--- src/rtl/imem_boot_pkg.sv ---
// Shared types and constants for the instruction-memory boot loader.
// Image layout: LEN_BYTES length bytes, then BYTES_PER_WORD bytes per word, MSB first.
package imem_boot_pkg;

  typedef enum logic [2:0] {
    ST_IDLE,
    ST_LEN_HI,
    ST_LEN_LO,
    ST_BYTE,
    ST_WRITE,
    ST_FINISH,
    ST_ERR
  } boot_state_t;

  localparam int BYTES_PER_WORD      = 4;
  localparam int LEN_BYTES           = 2;
  localparam int DEFAULT_MEM_WORDS   = 151;
  localparam int DEFAULT_TIMEOUT_CYC = 1000000;

  // States in which a load is in progress (CPU held in stall and reset).
  function automatic logic is_loading(input boot_state_t s);
    return (s == ST_LEN_HI) || (s == ST_LEN_LO) || (s == ST_BYTE) ||
           (s == ST_WRITE)  || (s == ST_FINISH);
  endfunction

  // States that accept bytes from the stream.
  function automatic logic is_receiving(input boot_state_t s);
    return (s == ST_LEN_HI) || (s == ST_LEN_LO) || (s == ST_BYTE);
  endfunction

endpackage

--- src/rtl/imem_word_assembler.sv ---
// Packs stream bytes MSB-first into one instruction word and flags the
// byte that completes it.
module imem_word_assembler
  import imem_boot_pkg::*;
(
  input  logic                        clock,
  input  logic                        reset,
  input  logic                        i_clear,
  input  logic                        i_shift,
  input  logic [7:0]                  i_byte,
  output logic [8*BYTES_PER_WORD-1:0] o_word,
  output logic                        o_word_complete
);

  localparam int WORD_W = 8 * BYTES_PER_WORD;

  logic [WORD_W-1:0] r_word;
  logic [1:0]        r_byte_cnt;

  always_ff @(posedge clock) begin
    if (reset || i_clear) begin
      r_word     <= '0;
      r_byte_cnt <= '0;
    end else if (i_shift) begin
      r_word     <= {r_word[WORD_W-9:0], i_byte};
      r_byte_cnt <= r_byte_cnt + 2'd1;
    end
  end

  assign o_word          = r_word;
  assign o_word_complete = i_shift && (r_byte_cnt == 2'(BYTES_PER_WORD - 1));

endmodule

--- src/rtl/imem_boot_controller.sv ---
// Boot loader: receives a length-prefixed image from a byte stream, writes it
// into instruction memory, and owns the memory port mux between CPU and loader.
module imem_boot_controller
  import imem_boot_pkg::*;
#(
  parameter int ADDR_W      = 10,
  parameter int DATA_W      = 32,
  parameter int MEM_WORDS   = DEFAULT_MEM_WORDS,
  parameter int TIMEOUT_CYC = DEFAULT_TIMEOUT_CYC
) (
  input  logic              clock,
  input  logic              reset,
  input  logic              start,
  input  logic              byte_valid,
  input  logic [7:0]        byte_data,
  output logic              byte_ready,
  input  logic [ADDR_W-1:0] cpu_addr,
  output logic [ADDR_W-1:0] mem_addr,
  output logic [DATA_W-1:0] mem_wdata,
  output logic              mem_we,
  output logic              cpu_stall,
  output logic              cpu_reset,
  output logic              busy,
  output logic              done,
  output logic              error
);

  localparam int LEN_W   = 8 * LEN_BYTES;
  localparam int TO_W    = (TIMEOUT_CYC > 1) ? $clog2(TIMEOUT_CYC) : 1;
  localparam int TO_LAST = (TIMEOUT_CYC > 0) ? TIMEOUT_CYC - 1 : 0;

  boot_state_t r_state;
  boot_state_t w_state_next;

  logic [LEN_W-1:0]            r_len;
  logic [ADDR_W-1:0]           r_word_idx;
  logic [TO_W-1:0]             r_timeout_cnt;
  logic                        r_byte_ready;
  logic                        r_mem_we;
  logic                        r_cpu_stall;
  logic                        r_cpu_reset;
  logic                        r_busy;
  logic                        r_done;
  logic                        r_error;

  logic                        w_xfer;
  logic                        w_timeout;
  logic                        w_last_word;
  logic                        w_word_complete;
  logic [LEN_W-1:0]            w_len_full;
  logic [8*BYTES_PER_WORD-1:0] w_word;

  assign w_xfer      = byte_valid && r_byte_ready;
  assign w_len_full  = {r_len[LEN_W-9:0], byte_data};
  assign w_timeout   = (TIMEOUT_CYC != 0) && !w_xfer && (r_timeout_cnt == TO_W'(TO_LAST));
  assign w_last_word = (32'(r_word_idx) + 32'd1) == 32'(r_len);

  imem_word_assembler u_assembler (
    .clock           (clock),
    .reset           (reset),
    .i_clear         ((r_state == ST_LEN_HI) || (r_state == ST_LEN_LO)),
    .i_shift         ((r_state == ST_BYTE) && w_xfer),
    .i_byte          (byte_data),
    .o_word          (w_word),
    .o_word_complete (w_word_complete)
  );

  always_comb begin
    w_state_next = r_state;
    unique case (r_state)
      ST_IDLE, ST_ERR: begin
        if (start) w_state_next = ST_LEN_HI;
      end
      ST_LEN_HI: begin
        if (w_xfer)         w_state_next = ST_LEN_LO;
        else if (w_timeout) w_state_next = ST_ERR;
      end
      ST_LEN_LO: begin
        if (w_xfer) begin
          if (w_len_full == '0)                       w_state_next = ST_FINISH;
          else if (32'(w_len_full) > 32'(MEM_WORDS))  w_state_next = ST_ERR;
          else                                        w_state_next = ST_BYTE;
        end else if (w_timeout) begin
          w_state_next = ST_ERR;
        end
      end
      ST_BYTE: begin
        if (w_word_complete) w_state_next = ST_WRITE;
        else if (w_timeout)  w_state_next = ST_ERR;
      end
      ST_WRITE:  w_state_next = w_last_word ? ST_FINISH : ST_BYTE;
      ST_FINISH: w_state_next = ST_IDLE;
      default:   w_state_next = ST_IDLE;
    endcase
  end

  // Outputs are registered from the next state so they line up with r_state.
  always_ff @(posedge clock) begin
    if (reset) begin
      r_state       <= ST_IDLE;
      r_len         <= '0;
      r_word_idx    <= '0;
      r_timeout_cnt <= '0;
      r_byte_ready  <= 1'b0;
      r_mem_we      <= 1'b0;
      r_cpu_stall   <= 1'b0;
      r_cpu_reset   <= 1'b0;
      r_busy        <= 1'b0;
      r_done        <= 1'b0;
      r_error       <= 1'b0;
    end else begin
      r_state      <= w_state_next;
      r_byte_ready <= is_receiving(w_state_next);
      r_mem_we     <= (w_state_next == ST_WRITE);
      r_busy       <= is_loading(w_state_next);
      r_cpu_stall  <= is_loading(w_state_next) || (w_state_next == ST_ERR);
      r_cpu_reset  <= is_loading(w_state_next) || (w_state_next == ST_ERR);
      r_done       <= (w_state_next == ST_FINISH);
      r_error      <= (w_state_next == ST_ERR);

      if (((r_state == ST_LEN_HI) || (r_state == ST_LEN_LO)) && w_xfer)
        r_len <= w_len_full;

      if (((r_state == ST_IDLE) || (r_state == ST_ERR)) && start)
        r_word_idx <= '0;
      else if (r_state == ST_WRITE)
        r_word_idx <= r_word_idx + 1'b1;

      // Idle counter restarts on any transfer or state change.
      if (w_xfer || (w_state_next != r_state) || !is_receiving(r_state))
        r_timeout_cnt <= '0;
      else
        r_timeout_cnt <= r_timeout_cnt + 1'b1;
    end
  end

  assign mem_addr   = (r_state == ST_IDLE) ? cpu_addr : r_word_idx;
  assign mem_wdata  = DATA_W'(w_word);
  assign mem_we     = r_mem_we;
  assign byte_ready = r_byte_ready;
  assign cpu_stall  = r_cpu_stall;
  assign cpu_reset  = r_cpu_reset;
  assign busy       = r_busy;
  assign done       = r_done;
  assign error      = r_error;

endmodule

--- config.mk ---
export PLATFORM = sky130hd
export DESIGN_NAME = imem_boot_controller
export DESIGN_NICKNAME = d
export VERILOG_FILES = /design/src/rtl/imem_boot_pkg.sv /design/src/rtl/imem_word_assembler.sv /design/src/rtl/imem_boot_controller.sv
export SDC_FILE = /design/constraint.sdc
export NUM_CORES = 1
export LEC_CHECK = 0
export ABC_AREA = 1
export CAP_MARGIN = 10
export CORE_MARGIN = 2
export CORE_UTILIZATION = 45
export DETAILED_ROUTE_END_ITERATION = 7
export PLACE_DENSITY_LB_ADDON = 0.12
export SYNTH_ARGS = -nofsm -noshare
export SYNTH_HDL_FRONTEND = slang
export SYNTH_SLANG_ARGS = --single-unit
--- constraint.sdc ---
create_clock -name clock -period 2.2 [get_ports clock]
set_clock_uncertainty 0.05 [all_clocks]
set_input_delay 0.44 -clock clock [delete_from_list [all_inputs] [get_ports clock]]
set_output_delay 0.44 -clock clock [all_outputs]
set_load 0.05 [all_outputs]
==> results.toml, run 1 <==
[run_status]
status = "finished, final reports clean"

[clock_tree]
clk_pin_slew_ns = 0.10
ctsHtreeMaxLevel = 3
clkSinkCount = 89
clock_latency_ns = 0.36
cts_buffer_depth = 2
cts_buffers = 9
tritoncts = "done"
cts_root_buf = "clkbuf_8"

[logic_synthesis]
synthSimpleGateAreaFrac_pct = 30.5
synthAdderAreaFrac_pct = 0.906
yosys.area_share.xor_xnor_pct = 3.38
async_flop_share_pct = 0
synth_compound_area_share_pct = 14.0
syn-num-nets = 603
yosysSeqAreaShare_pct = 43.0
synth_area_um2 = 4140
synthMuxAreaShare_pct = 0.544
synthFlopType = "dfxtp_1"
synth_top_family_by_area = "simple AND/OR/NAND/NOR gates"
synth_top_cell_by_area = "dfxtp_1"
avgSynthCellArea_um2 = 7.17
synth_seq_cells = 89
synth_area_leaders = "dfxtp_1 (43%), nand2_1 (13%), a21oi_1 (7.7%), nor2_1 (5.3%), inv_1 (4.8%)"
ys_warn_count = 0
yosysUniqueCellTypes = 37
synth.top_cell.area_share_pct = 43.0
synth_edf_count = 0
syn_inst = 578

[route]
drt_wl_total_mm = 9.84
dr_wl_met3_um = 407
routed-wl-met2_mm = 4.60
ant_nets = 0
post_drt_via_cell_ratio = 5.01
dr.pass1.iters = 4
wl_met1_mm = 4.72
wl_per_cell_um = 12.6
vias = 3905
maxUsedRoutingLayer = "met4"
drc = 0
first_iter_violations = 145

[final_layout]
layout-drive-gt1-share_pct = 15.7
area.growth.synth_to_final_pct = 31.4
nNetsFinal = 689
stdcell_count = 780
diodes = 0
utilization_pct = 60.0

[sta]
hold_viol_final = 0
maxSlewViolCount = 0
fin_ws_ns = 0.0909
worst_pin_slew_ns = 0.533
fmax_mhz = 474
finalSetupViolations = 0
period_minus_slack_ns = 2.11
period_share_pct = 95.9
maxSlewHeadroom_pct = 64.4

[global_routing]
first_global_vias = 3631
track_usage_pct = 20.2
grt_max_degree = 43
grt_pass1_wl_mm = 16.5
antenna_found_initial = 0
overflow = 0

[floorplanning]
dieHeight_um = 99.9
start_util_pct = 45.7
core_um2 = 9060
rows = 35
ios = 71
die_w_um = 99.9
die-area_um2 = 9990

[placed_design]
placedCellCount = 763
portBuffers = 70
post-place-ws_ns = -0.295
dp_hpwl_mm = 7.23
globalplace.congestion = 0.885

[worst_setup_path]
crit_chain = "inv_2, nand2_1, buf_6, mux2_2, buf_12"
cp-start-kind = "flop"
crit_slowest_cell = "dfxtp_2"
slowest_delay_ns = 0.38
required_ns = 1.71
path_class = "reg2out"
arrival_ns = 1.62
worst-path-max-fanout = 19
end_kind = "output port"

[power]
power_uw = 3130
power_density_nw_per_um2 = 574
peakVddDrop_mv = 0.312
total_leakage_power_uw = 0.00204

[hold_path]
hold_path_class = "reg2reg"

[flow_run]
cap_viol_max_count = 0
[state kept, by name (all words and copies together) (netlist names)]
| signal | flops |
|---|---|
| u_assembler.o_word | 32 |
| r_timeout_cnt | 20 |
| r_len | 16 |
| r_word_idx | 10 |
| r_state | 3 |
| u_assembler.r_byte_cnt | 2 |
| busy | 1 |
| byte_ready | 1 |
| cpu_reset | 1 |
| done | 1 |
| error | 1 |
| mem_we | 1 |
[metal layers]
metal,vias to the layer above,track usage (%)
met3,11,3.06
met1,1783,27.9
met5,-,0
li1,2041,-
met4,0,6.32
met2,70,32.8
[synthesized netlist by cell type (2+ instances only)]
| cell | count |
|---|---|
| nand2_1 | 145 |
| dfxtp_1 | 89 |
| a21oi_1 | 64 |
| nor2_1 | 59 |
| inv_1 | 53 |
| nand3_1 | 36 |
| o21ai_0 | 25 |
| clkbuf_1 | 16 |
| nor2_2 | 12 |
| xnor2_1 | 10 |
| nand4_1 | 9 |
| a211oi_1 | 6 |
| xor2_1 | 6 |
| a21oi_2 | 5 |
| nand2_2 | 5 |
| a31oi_1 | 3 |
| ha_1 | 3 |
| inv_2 | 3 |
| nand3_2 | 3 |
| nor3_1 | 3 |
| buf_4 | 2 |
| buf_6 | 2 |
| mux2_2 | 2 |
| nor2_4 | 2 |
| nor4_1 | 2 |
| o21ai_1 | 2 |
[through the flow]
| stage | cell area (um2) | TNS, ns | hold slack, ns |
|---|---|---|---|
| finish | 5440 | 0 | 0.419 |
| global route | 5440 | -0.0177 | 0.434 |
| CTS | 5380 | 0 | 0.423 |
| detailed placement | 5190 | -7.21 | 0.400 |
| global placement | 5190 | -5.06 | 0.388 |
| floorplan | 4140 | -0.257 | 0.377 |
[final timing paths]
kind                          start                endpoint  slack, ns  depth (start not counted)
max reg2reg           r_word_idx[1]       r_timeout_cnt[13]       0.16                         15
max                      r_state[2]             mem_addr[1]       0.09                          5
min          u_assembler.o_word[26]  u_assembler.o_word[26]       0.42                          2
min reg2reg  u_assembler.o_word[26]  u_assembler.o_word[26]       0.42                          2
[repair_timing]
action,in CTS,in global routing
cloned,0,0
hold buffers,0,0
resized for setup,2,18
endpoints found under the setup margin,2,33
setup buffers,0,1
pin swaps,0,1
[worst max-delay path, delay by kind of cell, from the launching register on]
family                 cells  cell delay [ns]
buffers and inverters      3             0.41
DFF                        1             0.38
muxes                      1             0.38
and+or+nand+nor            1             0.08
[placed cells by master (no fill, tap or decap), drive strengths merged, types with 2 or more instances in the layout]
cell / count
nand4: 9
mux2: 2
a211oi: 6
dfxtp: 89
clkinv: 3
a31oi: 3
clkbuf: 9
nand3: 39
clkdlybuf4s50: 60
inv: 60
nor4: 3
nor3: 3
a21oi: 69
xnor2: 10
ha: 3
nand2: 151
buf: 36
o21ai: 27
nor2: 74
xor2: 6
[report_power, final]
| part | switching, uW | internal (uW) |
|---|---|---|
| sequential | 11.0 | 1620 |
| combinational | 231 | 187 |
| clock | 638 | 434 |
| total | 880 | 2250 |
[logic make-up (layout without fill, tap and decap cells)]
family | Yosys count | count (layout)
adder cells (fa/ha/maj) | 3 | 3
AO/OA/AOI/OAI | 107 | 107
multiplexers | 2 | 2
AND/OR/NAND/NOR | 283 | 283
XOR/XNOR | 16 | 16
flip-flops | 89 | 89
buffers and inverters | 78 | 169
[final cells by class]
| cell class | instances | area (um2) |
|---|---|---|
| Clock buffer | 9 | 124 |
| Clock inverter | 7 | 61.3 |
| Fill cell | 895 | 3620 |
| Inverter | 57 | 214 |
| Multi-Input combinational cell | 411 | 2090 |
| Sequential cell | 89 | 1790 |
| Tap cell | 111 | 139 |
| Timing Repair Buffer | 96 | 1020 |
Power figures use the tool's default switching activity.
==> run 2, diff against run 1 <==
--- a/config.mk
+++ b/config.mk
@@ -11,6 +11,9 @@
 export CORE_UTILIZATION = 45
 export DETAILED_ROUTE_END_ITERATION = 7
 export PLACE_DENSITY_LB_ADDON = 0.12
+export SLEW_MARGIN = 20
 export SYNTH_ARGS = -nofsm -noshare
 export SYNTH_HDL_FRONTEND = slang
+export SYNTH_HIERARCHICAL = 1
 export SYNTH_SLANG_ARGS = --single-unit
+export TNS_END_PERCENT = 100
==> run 2 against run 1 <==
Total power grew 7.9%. Final cell count grew 13%. Area after synthesis grew 8.7%. Via count grew 5.8%. Die area grew 8.3%. Critical path depth is the same. Register-to-register slack is essentially flat.
==> results.toml, run 2 <==
[run_status]
status = "finished, final reports clean"

[logic_synthesis]
yosysSeqAreaShare_pct = 39.6
synth_seq_cells = 89
syn_inst = 662
syn-num-nets = 687
synth_most_common_cell = "nand2_1"
synth_common_cells = "nand2_1 (156), nor2_1 (114), inv_1 (92)"
synth_area_um2 = 4500
synth.top_cell.area_share_pct = 39.6
avgSynthCellArea_um2 = 6.80
yosysUniqueCellTypes = 36
synth_edf_count = 0
ys_warn_count = 6
synth_area_leaders = "dfxtp_1 (40%), nand2_1 (13%), nor2_1 (9.5%), inv_1 (7.7%), nand3_1 (4.8%)"
synthFlopType = "dfxtp_1"
async_flop_share_pct = 0
synth_top_cell_by_area = "dfxtp_1"

[floorplanning]
start_util_pct = 46.3
die-area_um2 = 10800
core_um2 = 9730
dieHeight_um = 104
die_w_um = 104
ios = 71
rows = 36

[power]
power_uw = 3370
total_leakage_power_uw = 0.00228
pwr-share-comb_pct = 13.9
swShare_pct = 25.8
p_int_uw = 2500
clockPowerShare_pct = 37.7
pwr-share-seq_pct = 48.5
power_density_nw_per_um2 = 582
power_switching_uw = 869
peakVddDrop_mv = 0.298

[sta]
period_share_pct = 96.0
hold_viol_final = 0
fmax_mhz = 474
maxSlewHeadroom_pct = 59.7
period_minus_slack_ns = 2.11
worst_pin_slew_ns = 0.604
maxSlewViolCount = 0
finalSetupViolations = 0
fin_ws_ns = 0.0883

[final_layout]
final_common_cell = "nand2_1"
utilization_pct = 59.5
largest_register_ffs = 32
layout_common_cells = "nand2_1 (156), nor2_1 (112), inv_1 (92), dfxtp_1 (85), clkdlybuf4s50_1 (60)"
diodes = 0
nNetsFinal = 767
area.growth.synth_to_final_pct = 28.6
layout-drive-gt1-share_pct = 14.6

[clock_tree]
cts_root_buf = "clkbuf_8"
cts_buffers = 9
clkSinkCount = 89
tritoncts = "done"
clk_pin_slew_ns = 0.09
clock_latency_ns = 0.36
cts_setup_buffers = 0
ctsHtreeMaxLevel = 3
cts_buffer_depth = 2

[placed_design]
portBuffers = 70
dp_hpwl_mm = 7.29
post-place-ws_ns = -0.148
globalplace.congestion = 0.853

[route]
ant_nets = 0
first_iter_violations = 173
wl_per_cell_um = 11.4
dr_wl_met3_um = 521
drc = 0
wl_met1_mm = 4.88
vias = 4131
post_drt_via_cell_ratio = 4.69
dr.pass1.iters = 4
drt_wl_total_mm = 10.0
maxUsedRoutingLayer = "met4"
routed-wl-met2_mm = 4.51

[flow_run]
cap_viol_max_count = 0

[hold_path]
hold_path_class = "reg2reg"
hold_path_depth = 2

[global_routing]
first_global_vias = 3836
antenna_found_initial = 0
overflow = 0
grt_max_degree = 69
grt_pass1_wl_mm = 17.5
track_usage_pct = 19.2

[worst_setup_path]
path_class = "reg2out"
rr_worst_depth = 11
required_ns = 1.71
cp-start-kind = "flop"
end_kind = "output port"
worst-path-max-fanout = 20
arrival_ns = 1.62
-- run 2: changes by cell type in the layout (fill, tap and decap cells not counted), sizes merged, moves of 5 or more --
cell / change
xnor2: -5
nand3: +7
nor2: +69
inv: +35
a21oi: -36
nand2: +8
-- run 2: metal layers --
layer	vias up	GRT usage, %
li1	2199	-
met1	1847	26.5
met2	79	29.4
met3	6	5.33
met4	0	5.60
met5	-	0
-- run 2: through the flow --
| step | cells | instance area, um2 | hold slack, ns | setup TNS (ns) |
|---|---|---|---|---|
| after floorplan | 662 | 4510 | 0.388 | -0.613 |
| after global placement | 864 | 5520 | 0.397 | -1.29 |
| after detailed placement | 864 | 5520 | 0.418 | -3.18 |
| after CTS | 880 | 5750 | 0.432 | 0 |
| after global routing | 880 | 5790 | 0.448 | -0.00564 |
| final | 880 | 5790 | 0.426 | 0 |
-- run 2: final timing paths --
kind | startpoint | end | slack (ns)
worst min register to register | u_assembler/o_word[28] | u_assembler/o_word[28] | 0.43
worst max-delay path | r_state[2] | mem_addr[1] | 0.09
worst min-delay path | u_assembler/o_word[28] | u_assembler/o_word[28] | 0.43
worst max register to register | r_timeout_cnt[0] | r_timeout_cnt[15] | 0.16
-- run 2: logic make-up after synthesis --
family | count (synthesis) | share of synthesized area [%]
xor+xnor | 14 | 2.72
compound gates | 67 | 8.59
buf+inv | 120 | 11.6
simple gates | 368 | 36.5
flops | 89 | 39.6
mux | 1 | 0.250
fa+ha+maj | 3 | 0.834
-- run 2: area by class of cell --
class                   instances  area [um2]
fillers                       940        3940
repair buffers                 92         998
multi-input cells             453        2240
clock inverters                 6        91.3
clock buffers                  10         138
inverters                      97         364
well taps                     133         166
flip-flops and latches         89        1790
-- run 2: timing repair --
action	in CTS	in global routing
pin swaps	0	0
resized for setup	2	10
hold buffers	0	0
setup endpoints to repair	1	31
-- run 2: power by group through the flow --
stage	Sequential, uW	Clock (uW)	Combinational (uW)
2_1_floorplan	1690	0	243
4_1_cts	1640	1310	467
5_1_grt	1640	1370	503
3_3_place_gp	1670	0	460
6_report	1630	1270	467
3_5_place_dp	1670	0	465
-- run 2: critical path, cell delays in order, from the launching register on --
cell and delay [ns]:
dfxtp_4 0.39, inv_1 0.07, nand2_1 0.10, buf_8 0.17, mux2_2 0.37, buf_12 0.15
